$ cat config.mk
export PLATFORM = sky130hd
export DESIGN_NAME = seq_detect_param
export DESIGN_NICKNAME = d
export VERILOG_FILES = /design/src/rtl/seq_det_pkg.sv /design/src/rtl/seq_match_counter.sv /design/src/rtl/seq_detect_param.sv
export SDC_FILE = /design/constraint.sdc
export NUM_CORES = 1
export LEC_CHECK = 0
export CAP_MARGIN = 20
export CORE_AREA = 3 3 40 42
export CTS_CLUSTER_DIAMETER = 100
export DETAILED_ROUTE_END_ITERATION = 10
export DIE_AREA = 0 0 43 45
export GPL_TIMING_DRIVEN = 0
export PLACE_DENSITY = 0.67
export SLEW_MARGIN = 20
export SYNTH_ARGS = -nofsm -noshare
export SYNTH_HDL_FRONTEND = slang
export SYNTH_SLANG_ARGS = --single-unit
$ cat constraint.sdc
create_clock -name clk -period 2.52 [get_ports clk]
set_input_delay 0.378 -clock clk [delete_from_list [all_inputs] [get_ports clk]]
set_output_delay 0.378 -clock clk [all_outputs]
set_load 0.01 [all_outputs]
$ cat src/rtl/seq_det_pkg.sv
// rtl/seq_det_pkg.sv - shared constants, types and elaboration-time table builders for seq_detect_param
// Contents:
//   SEQ_MAX_W       : widest supported pattern
//   seq_out_mode_e  : output timing mode label (MEALY / MOORE)
//   pat_bit()       : pattern bit in arrival order
//   border_len()    : longest proper prefix of the pattern that is also a suffix
//   seq_next()      : KMP next state for a given matched count and incoming bit
package seq_det_pkg;

  localparam int SEQ_MAX_W = 16;

  typedef enum {MEALY, MOORE} seq_out_mode_e;

  // j = 0 is the first bit received, which lives at pattern[len-1].
  function automatic logic pat_bit(input logic [SEQ_MAX_W-1:0] pattern, input int len, input int j);
    logic [SEQ_MAX_W-1:0] t;
    t = pattern >> (len - 1 - j);
    return t[0];
  endfunction

  function automatic int border_len(input logic [SEQ_MAX_W-1:0] pattern, input int len);
    int   best;
    logic ok;
    best = 0;
    for (int k = 1; k < SEQ_MAX_W; k++) begin
      if (k < len) begin
        ok = 1'b1;
        for (int i = 0; i < SEQ_MAX_W; i++) begin
          if (i < k) begin
            if (pat_bit(pattern, len, i) != pat_bit(pattern, len, len - k + i)) ok = 1'b0;
          end
        end
        if (ok) best = k;
      end
    end
    return best;
  endfunction

  // With st bits matched, the received tail is pattern bits 0..st-1 followed by b.
  // A completing bit at st = len-1 yields the overlap restart point border_len().
  function automatic int seq_next(input logic [SEQ_MAX_W-1:0] pattern, input int len,
                                  input int st, input logic b);
    int   res;
    logic ok;
    logic r;
    res = 0;
    if (b == pat_bit(pattern, len, st)) begin
      res = (st < len - 1) ? st + 1 : border_len(pattern, len);
    end else begin
      for (int k = 1; k < SEQ_MAX_W; k++) begin
        if (k <= st) begin
          ok = 1'b1;
          for (int i = 0; i < SEQ_MAX_W; i++) begin
            if (i < k) begin
              if (st + 1 - k + i == st) r = b;
              else r = pat_bit(pattern, len, st + 1 - k + i);
              if (r != pat_bit(pattern, len, i)) ok = 1'b0;
            end
          end
          if (ok) res = k;
        end
      end
    end
    return res;
  endfunction

endpackage

$ cat src/rtl/seq_match_counter.sv
// rtl/seq_match_counter.sv - saturating match counter with synchronous clear
// Ports:
//   clk, rstn : clock, asynchronous active-low reset
//   inc       : count one match
//   clr       : synchronous clear, dominates inc
//   cnt       : current count, stops at all-ones
//   sat       : high while cnt is all-ones
module seq_match_counter #(
  parameter int CNT_W = 8
) (
  input  logic             clk,
  input  logic             rstn,
  input  logic             inc,
  input  logic             clr,
  output logic [CNT_W-1:0] cnt,
  output logic             sat
);

  logic [CNT_W-1:0] r_cnt;

  always_ff @(posedge clk or negedge rstn) begin
    if (!rstn) begin
      r_cnt <= '0;
    end else if (clr) begin
      r_cnt <= '0;
    end else if (inc && !sat) begin
      r_cnt <= r_cnt + CNT_W'(1);
    end
  end

  assign cnt = r_cnt;
  assign sat = (r_cnt == '1);

endmodule

$ cat src/rtl/seq_detect_param.sv
// rtl/seq_detect_param.sv - parametrised serial pattern detector with saturating match counter
// Macro: SEQ_DET_MEALY_EN selects combinational (Mealy) out; undefined gives registered (Moore) out.
// Ports:
//   clk, rstn  : clock, asynchronous active-low reset
//   in_valid   : qualifies in; when low the detector holds
//   in         : serial data bit, PATTERN[PAT_W-1] expected first
//   clr_cnt    : synchronous clear of match_cnt
//   out        : match indication
//   match_cnt  : saturating number of matches
//   cnt_sat    : match_cnt is all-ones
module seq_detect_param
  import seq_det_pkg::*;
#(
  parameter int PAT_W   = 4,
  parameter     PATTERN = 4'b1010,
  parameter bit OVERLAP = 1'b0,
  parameter int CNT_W   = 8
) (
  input  logic             clk,
  input  logic             rstn,
  input  logic             in_valid,
  input  logic             in,
  input  logic             clr_cnt,
  output logic             out,
  output logic [CNT_W-1:0] match_cnt,
  output logic             cnt_sat
);

  localparam int ST_W = $clog2(PAT_W + 1);
  localparam int ST_N = 1 << ST_W;
  localparam logic [SEQ_MAX_W-1:0] PAT_EXT = SEQ_MAX_W'(PATTERN);
  localparam int BORDER = border_len(PAT_EXT, PAT_W);

  if (PAT_W < 2 || PAT_W > SEQ_MAX_W) begin : g_bad_pat_w
    $error("seq_detect_param: PAT_W=%0d outside 2..%0d", PAT_W, SEQ_MAX_W);
  end
  if ($bits(PATTERN) != PAT_W) begin : g_bad_pattern
    $error("seq_detect_param: PATTERN is %0d bits, PAT_W is %0d", $bits(PATTERN), PAT_W);
  end

  // Next-state tables for each incoming bit value; unreachable codes park at 0.
  logic [ST_W-1:0] w_nxt0 [ST_N];
  logic [ST_W-1:0] w_nxt1 [ST_N];

  for (genvar s = 0; s < ST_N; s++) begin : g_tbl
    localparam int NXT0 = (s < PAT_W) ? seq_next(PAT_EXT, PAT_W, s, 1'b0) : 0;
    localparam int NXT1 = (s < PAT_W) ? seq_next(PAT_EXT, PAT_W, s, 1'b1) : 0;
    assign w_nxt0[s] = ST_W'(NXT0);
    assign w_nxt1[s] = ST_W'(NXT1);
  end

  logic [ST_W-1:0] r_st;
  logic [ST_W-1:0] w_st_nxt;
  logic            w_hit;

  always_ff @(posedge clk or negedge rstn) begin
    if (!rstn) r_st <= '0;
    else       r_st <= w_st_nxt;
  end

  always_comb begin
    w_st_nxt = r_st;
    if (in_valid) begin
      if (w_hit)   w_st_nxt = OVERLAP ? ST_W'(BORDER) : '0;
      else if (in) w_st_nxt = w_nxt1[r_st];
      else         w_st_nxt = w_nxt0[r_st];
    end
  end

  // Last pattern bit expected is PATTERN[0].
  always_comb begin
    w_hit = in_valid && (r_st == ST_W'(PAT_W - 1)) && (in == PAT_EXT[0]);
  end

`ifdef SEQ_DET_MEALY_EN
  assign out = w_hit;
`else
  logic r_out;

  // Held across in_valid gaps so a pulse is not cut short by a stall.
  always_ff @(posedge clk or negedge rstn) begin
    if (!rstn)         r_out <= 1'b0;
    else if (in_valid) r_out <= w_hit;
  end

  assign out = r_out;
`endif

  seq_match_counter #(
    .CNT_W (CNT_W)
  ) u_cnt (
    .clk  (clk),
    .rstn (rstn),
    .inc  (w_hit),
    .clr  (clr_cnt),
    .cnt  (match_cnt),
    .sat  (cnt_sat)
  );

endmodule

-- Word-level counts from Yosys, hierarchy flattened
Memories as Yosys holds them, arrays and structs flattened.
Cells that the tools add are included.
- register bits after elaboration: 12
- latch bits: 0
- bits in writable memories: 0
- ROM bits: 48
- input bits: 5
- output and inout bits: 10
- logic and storage cells: 24
- memories: 2
- $add $sub $neg: 1
- $mul: 0
- div/mod/pow operators: 0
- $lt $le $gt $ge: 1
- equal/unequal tests: 2
- shifts and indexed selects: 0
- mux-type cells: 8
- bitwise logic cells: 2
- reductions and logical operators: 5
- memory list (name ; words ; width ; rd ports ; clocked after Yosys merged registers in ; write ports ; line ; source):
    (no name shown) ; 8 ; 3 ; 1 ; 0 ; 0 ; seq_detect_param.sv:66 ; else w_st_nxt = w_nxt0[r_st];
    (no name shown) ; 8 ; 3 ; 1 ; 0 ; 0 ; seq_detect_param.sv:65 ; else if (in) w_st_nxt = w_nxt1[r_st];
- operators by type and width (cell ; count):
    $mux 3 ; 6
    $mux 8 ; 2
    $add 8x1->8 const B ; 1
    $eq 8x8->1 const B ; 1
    $ge 4x4->1 const B ; 1
    $not 3->4 ; 1
    $eq 3x2->1 const B ; 1
    $logic_and 1x1->1 ; 3
    $reduce_bool 2->1 ; 1
    $logic_not 1->1 ; 1
    $not 1->1 ; 1

-- Longest topological paths before layout
Gate-level depths: netlist of run 1.
- depth after elaboration: 6
- gate-level depth with buffers: 5
- mapped depth without buffers: 5

-- Cells and area by module
A second synthesis of run 1 with hierarchy kept.
- cell total of the unflattened synthesis: 59
- area total of the unflattened synthesis: 611.8 sq um
- modules (own cells, without submodules) (module ; instances ; cells an instance ; area each (sq um) ; sequential area each (sq um)):
    seq_match_counter ; 1 ; 47 ; 469.2 ; 200.2
    seq_detect_param ; 1 ; 12 ; 142.6 ; 75.1

-- Least setup slack after synthesis of run 1
Ideal clock, no wire load.
- path type: reg-to-reg
- start: register u_cnt.r_cnt[0] (netlist: u_cnt.cnt[0])
- end: register u_cnt.r_cnt[7] (netlist: u_cnt.cnt[7])
- setup time: 0.078 ns
- data arrival time: 1.398 ns
- required time: 2.442 ns
- slack: 1.044 ns
- stages on the path, launching flop included: 6
- buffers on the path: 0
- clock period less this slack: 1.476 ns
- cell sequence: dfrtp_1 -> ha_1 -> nand3_1 -> o211ai_4 -> or3_1 -> a21oi_1
- longest elaborated chain between the ends: 4
- elaborated cells between the ends (all ways): 7
- classes of those cells: add/sub (1); eq/ne (1); mux (2); reduce/logical (3)
- ends and longest elaborated chain (element ; line ; source):
    start, declared ; seq_match_counter.sv:19 ; logic [CNT_W-1:0] r_cnt;
    start signal, assigned ; seq_match_counter.sv:27 ; r_cnt <= r_cnt + CNT_W'(1);
    parallel branches: the longest is 4 deep, another holds $add 8x1->8 ; -- ;
Several ways; the timed one is not identified. The select of a mux whose other input is x is not followed.
A chain may end at the register's enable or synchronous reset.

-- Final worst setup path of run 1
- start: register u_cnt.r_cnt[0] (netlist: u_cnt.cnt[0])
- end: output cnt_sat
- longest elaborated chain between the ends: 1
- ends and longest elaborated chain (element ; line ; source):
    $eq 8x8->1 ; seq_match_counter.sv:32 ; assign sat = (r_cnt == '1);
    end, declared ; seq_detect_param.sv:26 ; output logic cnt_sat
Every way passes these cells.

==> reports/qor.csv, run 1 <==
metric,value,unit
status,"complete, no violations",
Die Y,45,um
Initial Utilization,0.439,
main area contributors after synthesis,"dfrtp_1 (49%), mux2i_1 (5.3%), nor2_1 (4.7%), xor2_1 (4.7%), o211ai_4 (3.8%)",
RSZ-0062 raised after global routing,false,
Placed Area,713,um^2
Worst Setup End Kind,output port,
Yosys top cell by area,dfrtp_1,
H-tree levels,1,
worst r2r src,u_cnt.cnt[0],
"Max stage delay cell, worst path",clkdlybuf4s50_1,
Synth top area share,0.488,
All-Layer GR Usage,0.132,
Post-DRT Antenna Nets,0,
Mapped Nets,59,
"Remaining Overflow, GRT",0,
Max Slew Vio Count,0,
TritonCTS clock tree,done,
fin crit period,2150,ps
PortBufs,13,
drt first-iter violations,8,
top cell family by delay on the critical path,buffers and inverters,
area grow syn2layout,31.0,%
Clock Skews,1.08,ps
Fmax,465,MHz
largest net degree at the start of global routing,12,
Post-CTS Setup Inserts,0,
RD Place Congestion,0.733,
CP Launch Type,flip-flop,
drt first pass iters,4,
CP max FO,5,
"commonest non-fill, non-tap cell in the layout",clkdlybuf4s50_1,
Yosys warnings,0,
Detailed Place HPWL,799,um
kind of critical path,reg -> out,
Root Driver,clkbuf_4,
via density per instance,5.34,
highest-count cells in the layout ignoring fill and taps,"clkdlybuf4s50_1 (13), dfrtp_1 (11), nor2_1 (7)",
CP Cell Sequence,"ha_1, nand3_1, nor2_1, clkdlybuf4s50_1",
Critical Path RT,2140,ps
antenna violations before repair,0,
CP Launch Point,u_cnt.cnt[0],
"Clk Latency, worst-skew pair",260,ps
"Seq/Total Area, Yosys",0.488,
Seq cells post-synth,11,
Final period util,0.853,
average wire per standard cell,12.1,um
die area,0.00194,mm^2
nets@finish,77,
synthesized area,564,um^2
Hold Fails Final Rpt,0,
r2r endpoint,u_cnt.cnt[5],
worst hold-check path type,in -> async,
Cells after Synth,53,
Worst-path clk slew,70,ps
max cap viols,0,
Final setup viols,0,
Power per Cell Area,443,mW/mm^2
# hold bufs at CTS,0,
Util after Layout,0.575,
measured slew at the worst slew-check pin,484,ps
final setup TNS,0,ps
Routed WL,1030,um
first-pass GRT wire length,1840,um
CTS Buf Count,3,
CP max stage delay,540,ps
post-synth cell types,25,
Worst EP arrival,1770,ps
Worst slew margin,0.676,
"Design Area, Final",739,um^2
Post-CTS Resized,0,
Core Area,0.00128,mm^2
# DRC,0,
layout cells sized above 1,0.0857,
Die W,43,um
number of global-route vias before repair,441,
Bufs and invs on worst path,1,
worst-case vdd ir drop,269,uV
# rows,13,
r2r setup slk,970,ps
synthesized area per cell,10.6,um^2
r2r worst-path depth,5,
IO Pins,15,
leak pwr,0.344,nW
ant diodes,0,
Clock Sinks,11,
DR vias,454,
Clock Tree Buf Depth,2,
[where the power goes]
part	internal, mW	leakage [nW]	switching, mW
sequential	0.182	0.150	0.00398
combinational	0.0129	0.179	0.0127
clock	0.0612	0.0150	0.0549
total	0.256	0.344	0.0716
[registers in the layout, indices dropped and copies added (netlist names)]
| signal | count |
|---|---|
| r_st | 2 |
| out | 1 |
| u_cnt.cnt | 8 |
[worst reg2reg max path: stages, from the launching register on]
cell and delay (ps):
dfrtp_1 410, ha_1 260, nand3_1 230, o211ai_4 130, or3_1 320, a21oi_1 150
[how the worst max path moves through the flow]
stage                   end  slack (ps)  depth (start not counted)
6_report            cnt_sat         370                          4
5_1_grt             cnt_sat         200                          4
4_1_cts             cnt_sat         340                          4
3_5_place_dp   u_cnt.cnt[5]         620                          6
3_3_place_gp   u_cnt.cnt[5]         620                          6
2_1_floorplan  u_cnt.cnt[7]        1040                          5
[area by class of cell]
type	instances	area, um^2
buffer	2	15.0
clock buffer	4	26.3
fill	130	546
inverter	1	3.75
multi-input combinational	39	270
sequential	11	275
tap	15	18.8
timing repair buffer	13	130
[cells in the mapped netlist]
cell	count
mux2_1	1
buf_1	1
o21ai_1	2
o211ai_4	1
mux2i_1	3
inv_1	1
nor2b_1	1
o211ai_1	1
or3_1	2
xor2_1	3
buf_6	1
and3_1	2
nand2b_1	1
ha_1	1
nand2_1	2
nor2_1	7
nand4_1	2
a21oi_1	2
o21ai_0	3
dfrtp_1	11
and4b_1	1
o31ai_1	1
a21o_1	1
nand4_2	1
nand3_1	1
[layer usage]
layer,wire length [um],GRT usage,vias up
met5,0,0,-
met4,9,0.108,0
li1,-,-,225
met1,473,0.159,214
met3,57,0.0239,2
met2,489,0.207,13
[logic make-up after synthesis]
group / synth area share
multiplexers: 0.0732
AND/OR/NAND/NOR: 0.197
flip-flops: 0.488
buffers and inverters: 0.0332
adder cells (fa/ha/maj): 0.0222
AO/OA/AOI/OAI: 0.140
XOR/XNOR: 0.0466
[metrics by stage]
| stage | power [mW] | worst slack, ps | instances | hold slack, ps |
|---|---|---|---|---|
| finish | 0.328 | 371 | 85 | 443 |
| global route | 0.349 | 200 | 85 | 448 |
| CTS | 0.334 | 335 | 85 | 445 |
| detailed placement | 0.216 | 618 | 81 | 474 |
| global placement | 0.215 | 617 | 81 | 467 |
| floorplan | 0.201 | 1040 | 53 | 82.4 |
Note: power is estimated with default switching activity, not from simulation.
==> run 2: changes to the inputs <==
SETUP_SLACK_MARGIN = 0.2   (was unset)
==> reports/qor.csv, run 2 (synthesis gave the netlist of run 1 again) <==
metric,value,unit
status,"complete, no violations",
fin crit period,2090,ps
r2r worst-path depth,5,
pre-CTS worst setup slack,618,ps
Worst slew margin,0.678,
kind of critical path,reg -> out,
worst-case vdd ir drop,269,uV
Root Driver,clkbuf_4,
H-tree levels,1,
TritonCTS clock tree,done,
placed cell count,81,
CP max FO,5,
Setup crit end,cnt_sat,
DR vias,453,
"Design Area, Final",744,um^2
max cap viols,0,
highest-count cells in the layout ignoring fill and taps,"clkdlybuf4s50_1 (13), dfrtp_1 (11), nor2_1 (7)",
All-Layer GR Usage,0.132,
Worst EP arrival,1710,ps
CTS Buf Count,3,
layout cells sized above 1,0.100,
Sw Share,0.220,
Largest register FFs,8,
"Max stage delay cell, worst path",clkdlybuf4s50_1,
# hold bufs at CTS,0,
CP max stage delay,540,ps
CP Cell Sequence,"ha_1, nand3_2, nor2_1, clkdlybuf4s50_1",
r2r setup slk,1050,ps
worst r2r src,u_cnt.cnt[0],
Post-CTS Setup Inserts,0,
antenna violations before repair,0,
measured slew at the worst slew-check pin,482,ps
Worst Setup End Kind,output port,
first-pass GRT wire length,1840,um
Die W,43,um
Core Area,0.00128,mm^2
via density per instance,5.33,
Final period util,0.828,
Final setup viols,0,
fin worst setup slack,433,ps
Flop pwr share,0.567,
largest net degree at the start of global routing,12,
# rows,13,
IO Pins,15,
Clk pwr share,0.355,
CP Launch Point,u_cnt.cnt[0],
Fmax,479,MHz
Die Y,45,um
# DRC,0,
Initial Utilization,0.439,
nets@finish,77,
worst hold-check path type,in -> async,
Post-CTS Resized,0,
Hold Fails Final Rpt,0,
drt first-iter violations,4,
ant diodes,0,
number of global-route vias before repair,441,
Finished Layout Cells,85,
Post-DRT Antenna Nets,0,
Clock Tree Buf Depth,2,
"commonest non-fill, non-tap cell in the layout",clkdlybuf4s50_1,
RD Place Congestion,0.733,
Pint,0.256,mW
combinational power share,0.078,
RSZ-0062 raised after global routing,false,
"Clk Latency, worst-skew pair",260,ps
Routed WL,1030,um
"Remaining Overflow, GRT",0,
r2r endpoint,u_cnt.cnt[5],
die area,0.00194,mm^2
leak pwr,0.344,nW
area grow syn2layout,31.9,%
PortBufs,13,
Placed Area,713,um^2
average wire per standard cell,12.1,um
final setup TNS,0,ps
Switch Pwr,0.0721,mW
CP Launch Type,flip-flop,
Detailed Place HPWL,799,um
Max Slew Vio Count,0,
Critical Path RT,2140,ps
Pwr Total,0.328,mW
Clock Skews,0.846,ps
Power per Cell Area,441,mW/mm^2
drt first pass iters,4,
Worst-path clk slew,70,ps
Clock Sinks,11,
## run 2: cell type report
type	instances	area, um^2
Inverter	1	3.75
Tap cell	15	18.8
Buffer	2	15.0
Timing Repair Buffer	13	130
Clock buffer	4	26.3
Multi-Input combinational cell	39	275
Fill cell	130	541
Sequential cell	11	275
## run 2: power by group through the flow
stage | sequential, mW | clock, mW | combinational, mW
after floorplan | 0.189 | 0 | 0.0112
after global placement | 0.189 | 0 | 0.0257
after detailed placement | 0.190 | 0 | 0.0261
after CTS | 0.186 | 0.122 | 0.0260
after global routing | 0.187 | 0.135 | 0.0281
final | 0.186 | 0.117 | 0.0256
## run 2: worst min-delay path by stage
stage / from / slack (ps) / cells past startpoint / to
after floorplan: rstn / 80 / 0 / out
after global placement: out / 470 / 1 / out
after detailed placement: out / 470 / 1 / out
after CTS: rstn / 440 / 1 / u_cnt.cnt[6]
after global routing: rstn / 450 / 1 / u_cnt.cnt[0]
final: rstn / 440 / 1 / u_cnt.cnt[0]
## run 2: critical path: cells and delay by family, from the launching register on
family / cells / cell delay (ps)
adder cells (fa/ha/maj): 1 / 250
buffers and inverters: 1 / 540
flip-flops: 1 / 390
AND/OR/NAND/NOR: 2 / 270
## run 2: metrics by stage
step | hold WS, ps | utilization
5_1_grt | 448 | 0.579
2_1_floorplan | 82.4 | -
3_5_place_dp | 474 | 0.555
4_1_cts | 445 | 0.575
6_report | 442 | 0.579
3_3_place_gp | 467 | 0.555
## run 2: metal layers
layer / global-route usage / share of wire
met4: 0.108 / 0.0088
met1: 0.159 / 0.47
met5: 0 / 0
met3: 0.0239 / 0.055
met2: 0.207 / 0.47
==> run 3: changes to the inputs <==
clock period = 2 ns   (was 2.52 ns; I/O delays follow)
==> reports/qor.csv, run 3 (synthesis gave the netlist of run 1 again) <==
metric,value,unit
drt first pass iters,4,
Power per Cell Area,532,mW/mm^2
measured slew at the worst slew-check pin,493,ps
r2r endpoint,u_cnt.cnt[5],
Routed met3 length,50,um
CTS Buf Count,3,
PortBufs,13,
Root Driver,clkbuf_4,
Core Area,0.00128,mm^2
Post-DRT Antenna Nets,0,
Routed met2 length,495,um
area grow syn2layout,38.1,%
CP Launch Type,flip-flop,
final setup TNS,0,ps
Sw Share,0.220,
status,"complete, no violations",
combinational power share,0.082,
average wire per standard cell,12.2,um
Flop pwr share,0.565,
Clk pwr share,0.353,
r2r setup slk,620,ps
All-Layer GR Usage,0.135,
pre-CTS worst setup slack,176,ps
drt first-iter violations,4,
antenna violations before repair,0,
kind of critical path,reg -> out,
fin crit period,1640,ps
Die Y,45,um
max cap viols,0,
Finished Layout Cells,87,
Worst EP arrival,1340,ps
"Remaining Overflow, GRT",0,
top cell family by delay on the critical path,buffers and inverters,
Bufs and invs on worst path,1,
worst hold-check path type,in -> async,
Max Slew Vio Count,0,
Clock Tree Buf Depth,2,
nets@finish,79,
r2r worst-path depth,5,
Worst Setup End Kind,output port,
M1 WL,509,um
Critical Path RT,1700,ps
RD Place Congestion,0.733,
Worst-path clk slew,70,ps
area of the multi-input gates,297,um^2
ant diodes,0,
TritonCTS clock tree,done,
Fillers,125,
largest net degree at the start of global routing,12,
Detailed Place HPWL,799,um
CP max stage delay,590,ps
CP max FO,6,
Pint,0.324,mW
# hold bufs at CTS,0,
die area,0.00194,mm^2
CP Cell Sequence,clkdlybuf4s50_1,
via density per instance,5.21,
Switch Pwr,0.0911,mW
Worst slew margin,0.670,
# DRC,0,
worst-case vdd ir drop,338,uV
placed cell count,81,
fin worst setup slack,363,ps
number of global-route vias before repair,457,
RSZ-0062 raised after global routing,false,
worst r2r src,u_cnt.cnt[1],
"commonest non-fill, non-tap cell in the layout",clkdlybuf4s50_1,
Final period util,0.818,
Final setup viols,0,
Clock Sinks,11,
layout cells sized above 1,0.139,
DR vias,453,
Hold Fails Final Rpt,0,
"Clk Latency, worst-skew pair",260,ps
# rows,13,
Largest register FFs,8,
Initial Utilization,0.439,
Seq. cell area,275,um^2
Clock Skews,0.400,ps
first-pass GRT wire length,1900,um
highest-count cells in the layout ignoring fill and taps,"clkdlybuf4s50_1 (12), dfrtp_1 (11), nor2_1 (7)",
Fmax,611,MHz
"Max stage delay cell, worst path",clkdlybuf4s50_1,
Die W,43,um
leak pwr,0.363,nW
IO Pins,15,
H-tree levels,1,
top routing layer used,met4,
Routed WL,1060,um
[run 3: how the worst max path moves through the flow]
stage	from	end	slack [ps]	cells after the start
detailed placement	in_valid	u_cnt.cnt[5]	180	6
finish	u_cnt.cnt[3]	match_cnt[3]	360	1
floorplan	u_cnt.cnt[0]	u_cnt.cnt[7]	520	5
global placement	in_valid	u_cnt.cnt[5]	170	6
global route	u_cnt.cnt[3]	cnt_sat	210	3
CTS	u_cnt.cnt[3]	match_cnt[3]	340	1
[run 3: metal layers]
metal,GRT usage,vias up
li1,-,229
met1,0.164,212
met2,0.213,10
met3,0.0239,2
met4,0.108,0
met5,0,-
[run 3: cell type report]
type | instances | area share
tap | 15 | 0.0241
multi-input combinational | 39 | 0.380
timing repair buffer | 15 | 0.185
inverter | 1 | 0.00482
clock buffer | 4 | 0.0337
buffer | 2 | 0.0193
sequential | 11 | 0.353
[run 3: repair_timing]
action | in CTS | in global routing
setup endpoints to repair | 1 | 0
setup buffers | 2 | 0
resized for setup | 5 | 0
[run 3: per-stage QoR]
stage	util	power (mW)	hold WS (ps)	instance area [um^2]
2_1_floorplan	-	0.253	4.41	564
3_3_place_gp	0.555	0.271	467	713
3_5_place_dp	0.555	0.272	474	713
4_1_cts	0.607	0.423	367	779
5_1_grt	0.607	0.442	370	779
6_report	0.607	0.415	368	779
[run 3: power by group through the flow]
stage,clock [mW],combinational [mW],sequential [mW]
2_1_floorplan,0,0.0142,0.239
3_3_place_gp,0,0.0323,0.238
3_5_place_dp,0,0.0328,0.239
4_1_cts,0.154,0.0344,0.235
5_1_grt,0.170,0.0373,0.235
6_report,0.147,0.0339,0.234
